File: config.mk
export PLATFORM = sky130hd
export DESIGN_NAME = int_req_gen
export DESIGN_NICKNAME = d
export VERILOG_FILES = /design/src/rtl/int_req_gen_pkg.sv /design/src/rtl/int_trig_table.sv /design/src/rtl/int_req_gen.sv
export SDC_FILE = /design/constraint.sdc
export NUM_CORES = 1
export LEC_CHECK = 0
export CORE_MARGIN = 5
export CORE_UTILIZATION = 35
export CTS_CLUSTER_SIZE = 12
export DETAILED_ROUTE_END_ITERATION = 10
export PLACE_DENSITY_LB_ADDON = 0.1
export SYNTH_ARGS = -nofsm -noshare
export SYNTH_HDL_FRONTEND = slang
export SYNTH_HIERARCHICAL = 1
export SYNTH_SLANG_ARGS = --single-unit
File: constraint.sdc
create_clock -name clk -period 4 [get_ports clk]
set_clock_uncertainty 0.15 [all_clocks]
set_input_delay 0.4 -clock clk [delete_from_list [all_inputs] [get_ports clk]]
set_output_delay 0.4 -clock clk [all_outputs]
set_load 0.02 [all_outputs]
File: src/rtl/int_req_gen_pkg.sv
// Shared types and constants for the PC-triggered interrupt source.
// Macro INT_REQ_GEN_TIMEOUT_EN (see int_req_gen.sv) enables the acknowledge deadline.
package int_req_gen_pkg;

    typedef enum logic [1:0] {
        IDLE   = 2'd0,
        WAIT   = 2'd1,
        ASSERT = 2'd2,
        DONE   = 2'd3
    } state_e;

    localparam logic [31:0] ACK_ADDR_DEFAULT = 32'h0000_7f20;
    localparam logic [31:0] WORD_MASK        = 32'hffff_fffc;

    function automatic logic [31:0] word_addr(input logic [31:0] a);
        return a & WORD_MASK;
    endfunction

endpackage

File: src/rtl/int_trig_table.sv
// Trigger-PC register file: synchronous write, combinational read at the current index.
// hit_o compares the word-aligned PC against the selected entry.
module int_trig_table
    import int_req_gen_pkg::*;
#(
    parameter  int TRIG_DEPTH = 8,
    localparam int IW         = $clog2(TRIG_DEPTH)
) (
    input  logic          clk,
    input  logic          we_i,
    input  logic [IW-1:0] widx_i,
    input  logic [31:0]   wpc_i,
    input  logic [IW-1:0] ridx_i,
    input  logic [31:0]   pc_i,
    output logic          hit_o
);

    // Only the word address is kept; the two byte-offset bits are dropped on write.
    logic [29:0] trig_q [TRIG_DEPTH];

    always_ff @(posedge clk) begin
        if (we_i) begin
            trig_q[widx_i] <= 30'(word_addr(wpc_i) >> 2);
        end
    end

    assign hit_o = ({trig_q[ridx_i], 2'b00} == word_addr(pc_i));

endmodule

File: src/rtl/int_req_gen.sv
// PC-triggered external interrupt source with store-to-address acknowledge handshake.
// Define INT_REQ_GEN_TIMEOUT_EN to build the acknowledge deadline counter and timeout_err.
module int_req_gen
    import int_req_gen_pkg::*;
#(
    parameter  logic [31:0] ACK_ADDR       = ACK_ADDR_DEFAULT,
    parameter  int          TRIG_DEPTH     = 8,
    parameter  int          TIMEOUT_CYCLES = 1024,
    localparam int          IW             = $clog2(TRIG_DEPTH)
) (
    input  logic          clk,
    input  logic          reset,
    input  logic [31:0]   macroscopic_pc,
    input  logic [31:0]   m_int_addr,
    input  logic [3:0]    m_int_byteen,
    input  logic          cfg_we,
    input  logic [IW-1:0] cfg_idx,
    input  logic [31:0]   cfg_pc,
    input  logic          arm,
    input  logic [IW:0]   arm_num,
    input  logic          abort,
    output logic          interrupt,
    output logic          busy,
    output logic          done,
    output logic [15:0]   int_count,
    output logic          timeout_err
);

    localparam logic [IW:0] DEPTH_N = (IW + 1)'(TRIG_DEPTH);
    localparam logic [IW:0] IDX_ONE = (IW + 1)'(1);

    state_e      state_q, state_d;
    logic [IW:0] idx_q, idx_d;
    logic [IW:0] num_q, num_d;
    logic [15:0] cnt_q, cnt_d;
    logic        int_q;
    logic        hit, ack, tmo, arm_ok;

    int_trig_table #(.TRIG_DEPTH(TRIG_DEPTH)) u_table (
        .clk    (clk),
        .we_i   (cfg_we && state_q == IDLE),
        .widx_i (cfg_idx),
        .wpc_i  (cfg_pc),
        .ridx_i (idx_q[IW-1:0]),
        .pc_i   (macroscopic_pc),
        .hit_o  (hit)
    );

    assign ack    = (|m_int_byteen) && (word_addr(m_int_addr) == ACK_ADDR);
    assign arm_ok = !abort && arm && (state_q == IDLE || state_q == DONE);

    always_comb begin
        state_d = state_q;
        idx_d   = idx_q;
        num_d   = num_q;
        cnt_d   = cnt_q;
        if (abort) begin
            state_d = IDLE;
        end else if (arm_ok) begin
            num_d   = arm_num;
            idx_d   = '0;
            cnt_d   = '0;
            state_d = (arm_num == '0 || arm_num > DEPTH_N) ? DONE : WAIT;
        end else begin
            unique case (state_q)
                WAIT: begin
                    if (hit) begin
                        state_d = ASSERT;
                        if (cnt_q != 16'hffff) cnt_d = cnt_q + 16'd1;
                    end
                end
                ASSERT: begin
                    // A missed deadline advances the sequence exactly like an acknowledge.
                    if (ack || tmo) begin
                        idx_d   = idx_q + IDX_ONE;
                        state_d = (idx_d == num_q) ? DONE : WAIT;
                    end
                end
                default: ;
            endcase
        end
    end

    always_ff @(posedge clk) begin
        if (reset) begin
            state_q <= IDLE;
            idx_q   <= '0;
            num_q   <= '0;
            cnt_q   <= '0;
            int_q   <= 1'b0;
        end else begin
            state_q <= state_d;
            idx_q   <= idx_d;
            num_q   <= num_d;
            cnt_q   <= cnt_d;
            int_q   <= (state_d == ASSERT);
        end
    end

`ifdef INT_REQ_GEN_TIMEOUT_EN
    localparam int TW = $clog2(TIMEOUT_CYCLES + 1);

    logic [TW-1:0] tcnt_q;
    logic          terr_q;

    assign tmo = (state_q == ASSERT) && !ack && (tcnt_q == TW'(TIMEOUT_CYCLES - 1));

    always_ff @(posedge clk) begin
        if (reset) begin
            tcnt_q <= '0;
            terr_q <= 1'b0;
        end else begin
            tcnt_q <= (state_q == ASSERT) ? tcnt_q + TW'(1) : '0;
            if (arm_ok) begin
                terr_q <= 1'b0;
            end else if (tmo && !abort) begin
                terr_q <= 1'b1;
            end
        end
    end

    assign timeout_err = terr_q;
`else
    assign tmo         = 1'b0;
    // No deadline hardware: this folds to a constant 0.
    assign timeout_err = (TIMEOUT_CYCLES < 0);
`endif

    assign interrupt = int_q;
    assign busy      = (state_q == WAIT) || (state_q == ASSERT);
    assign done      = (state_q == DONE);
    assign int_count = cnt_q;

endmodule

==> results.toml <==
[grt]
grt_overflow = 0
grt_pass1_vias = 6573
grt_pass1_wl_microns = 38200
grtUsageTotal_pct = 14.0
antenna_found_initial = 3
grt_start_max_net_pins = 31

[pwr]
switching_power_mw = 1.18
p_total_mw = 5.94
clkPwrFrac_pct = 43.0
p_sw_share_pct = 19.8
power_frac_seq_pct = 52.3
peakVddDrop_mv = 0.333
intPower_mw = 4.76
powerDensity_nw_per_um2 = 428
leakage_nw = 4.34
power_frac_comb_pct = 4.7

[timing]
max-slew-margin-rel_pct = 34.1
period_share_pct = 92.0
setup_viol = 0
hold_viol = 0
holdWs_ns = 0.311
tightest_slew_ns = 0.980
maxSlewViolCount = 0
max_freq_mhz = 272
rsz0062_at_grt = "no"
min_period_ns = 3.68
fin_ws_ns = 0.322

[setup_path]
reg2reg_to = "int_count[15]"
critPathKind = "reg2reg"
crit_path_start_kind = "register"
reg2reg_from = "idx_q[0]"
critPathArrivalTime_ns = 3.99
crit_fanout = 10
regToRegSetupSlack_ns = 0.32
worstPathRequired_ns = 4.31
reg2reg_depth = 14
cp-end-kind = "register"

[clocking]
cts_inserted_buffers = 30
cts_tree = "done"
ctsHoldBuffers = 0
cts_max_level = 1
clockBufferDepth = 3
clock-root-buffer = "clkbuf_16"
clk_latency_ns = 0.54
clock_sinks = 267
path_clk_slew_ns = 0.06

[detailed_routing]
route.detailed.drc = 0
wire_per_inst_microns = 21.0
antenna_left = 0
vias = 5867
wl_met1_microns = 10700
firstDrtPassIters = 4
wl_met3_microns = 1580
highest_layer = "met5"
drtIter0Drc = 263
route.met2.wl_microns = 11900
routed_wl_microns = 24700
avgViaCountPerCell = 5.00

[synth]
synth_cell_types = 51
ys_warn_count = 6
synth_area_sq_um = 11000
synthCells = 591
postSynthAreaPerCell_sq_um = 18.6
synth_seq_area_share_pct = 70.6
async_flop_share_pct = 0
synth-edff-count = 240
ys_dominant_reg_cell = "edfxtp_1"
synth-seq-cells = 267
syn-num-nets = 709

[floorplanning]
core_sq_um = 30700
initial_core_util_pct = 35.7
die_w_microns = 187
die_area_sq_um = 35000
die_h_microns = 187
ios = 132
placementRows = 64

[placed_design]
gp_congestion = 0.754
place_ws_ns = -0.0256
detailed_place_hpwl_microns = 15000
io_buffers = 124

[min_path]
hold_path_startpoint = "arm_num[0]"
hp-class = "in2reg"
hold_depth = 3
hold_end = "num_q[0]"

[job]
maxCapViolCount = 0

[finish]
drive_gt1_share_pct = 19.0
syn2layout_area_growth_pct = 26.3
nets = 874
antenna_cells = 0

[status]
status = "finished, final reports clean"
area by class of cell:
| type | instances | area (sq um) |
|---|---|---|
| Inverter | 5 | 18.8 |
| Timing Repair Buffer | 157 | 1580 |
| Tap cell | 396 | 495 |
| Sequential cell | 267 | 7760 |
| Multi-Input combinational cell | 295 | 3080 |
| Clock buffer | 35 | 791 |
| Fill cell | 2720 | 16900 |
| Clock inverter | 18 | 135 |
kinds of logic (layout without fill, tap and decap cells):
kind of cell | after synthesis | in the layout | share of synthesized area (%)
DFF | 267 | 267 | 70.6
and+or+nand+nor | 110 | 110 | 5.76
muxes | 93 | 93 | 15.3
xor gates and xnor gates | 48 | 48 | 3.83
AOI/OAI and AO/OA | 37 | 37 | 2.15
buffers and inverters | 29 | 215 | 1.65
adders and majority gates | 6 | 6 | 0.684
other | 1 | 1 | 0.0342
cell usage after synthesis (all sizes together), types with 2 or more instances:
| cell type | number | area, sq um |
|---|---|---|
| and2 | 4 | 25.0 |
| dfxtp | 27 | 541 |
| xor2 | 13 | 114 |
| nor3 | 8 | 40.0 |
| o21ai | 5 | 25.0 |
| or2 | 2 | 12.5 |
| and3 | 6 | 37.5 |
| mux2i | 35 | 350 |
| edfxtp | 240 | 7210 |
| ha | 6 | 75.1 |
| nand3 | 8 | 40.0 |
| nor4 | 10 | 100 |
| a221oi | 3 | 26.3 |
| clkbuf | 6 | 22.5 |
| inv | 5 | 18.8 |
| o211ai | 3 | 22.5 |
| nor2b | 3 | 18.8 |
| a211oi | 4 | 30.0 |
| nand2b | 5 | 31.3 |
| or4 | 2 | 18.8 |
| mux4 | 57 | 1320 |
| xnor2 | 35 | 307 |
| nand2 | 15 | 56.3 |
| or3 | 2 | 12.5 |
| nor2 | 29 | 109 |
| buf | 18 | 140 |
| a21oi | 15 | 75.1 |
| nand4 | 9 | 56.3 |
metrics by stage:
step	utilization (%)	TNS (ns)	std cells	instance area, sq um
CTS	44.9	0	1172	13800
finish	45.1	0	1173	13900
global placement	41.8	0	1114	12800
global route	45.1	0	1173	13900
detailed placement	41.8	-0.0635	1114	12800
floorplan	-	0	591	11000
power groups by stage:
stage / clock [mW] / sequential [mW] / combinational [mW]
final: 2.55 / 3.11 / 0.277
after global placement: 0 / 3.16 / 0.276
after floorplan: 0 / 3.17 / 0.0919
after CTS: 2.63 / 3.11 / 0.284
after global routing: 2.77 / 3.11 / 0.301
after detailed placement: 0 / 3.17 / 0.283
routing by layer:
metal	GRT usage, %	up-vias
met5	0	-
met4	2.93	6
met3	3.64	38
met2	23.7	168
met1	18.4	2947
li1	-	2708
worst max path at each step:
stage          startpoint       endpoint  depth (start not counted)
5_1_grt          idx_q[1]  int_count[13]                         16
4_1_cts          idx_q[0]  int_count[15]                         14
2_1_floorplan    idx_q[0]  int_count[13]                         13
6_report         idx_q[0]  int_count[15]                         14
3_5_place_dp     idx_q[1]  int_count[15]                         15
3_3_place_gp     idx_q[1]  int_count[13]                         16
placed cells by master, fill, tap and decap left out, drive strengths merged, types with 4 or more instances in the layout:
cell,count
and2,4
nor2,29
nor4,10
buf,32
xnor2,35
o21ai,5
clkbuf,36
edfxtp,240
nand2b,5
a21oi,15
ha,6
clkdlybuf4s50,124
nand3,8
and3,6
xor2,13
mux4,57
nand4,9
inv,6
mux2i,35
nor3,8
nand2,15
a211oi,4
clkinv,15
dfxtp,27
sequential cells by signal, summed over array words and instances, names as in the netlist:
name,flops
idx_q,4
u_table/trig_q,240
interrupt,1
int_count,16
num_q,4
state_q,2
worst max-delay path, cell delays in order, from the launching register on:
cell,delay (ns)
dfxtp_4,0.41
buf_12,0.16
mux4_1,0.55
mux2i_1,0.21
xnor2_1,0.11
nor4_2,0.37
nand4_1,0.22
nor4_2,0.17
buf_4,0.18
and3b_1,0.19
buf_4,0.16
o21a_1,0.12
o211ai_1,0.12
or3_1,0.35
a21oi_1,0.13
what timing repair did:
action | CTS | global route
cloned | 0 | 1
hold endpoints to repair | 0 | 0
gates resized for setup | 0 | 7
pin swaps | 0 | 3
setup buffers | 5 | 0
setup endpoints to repair | 5 | 13
No activity file was read; power rests on OpenSTA's default activity.
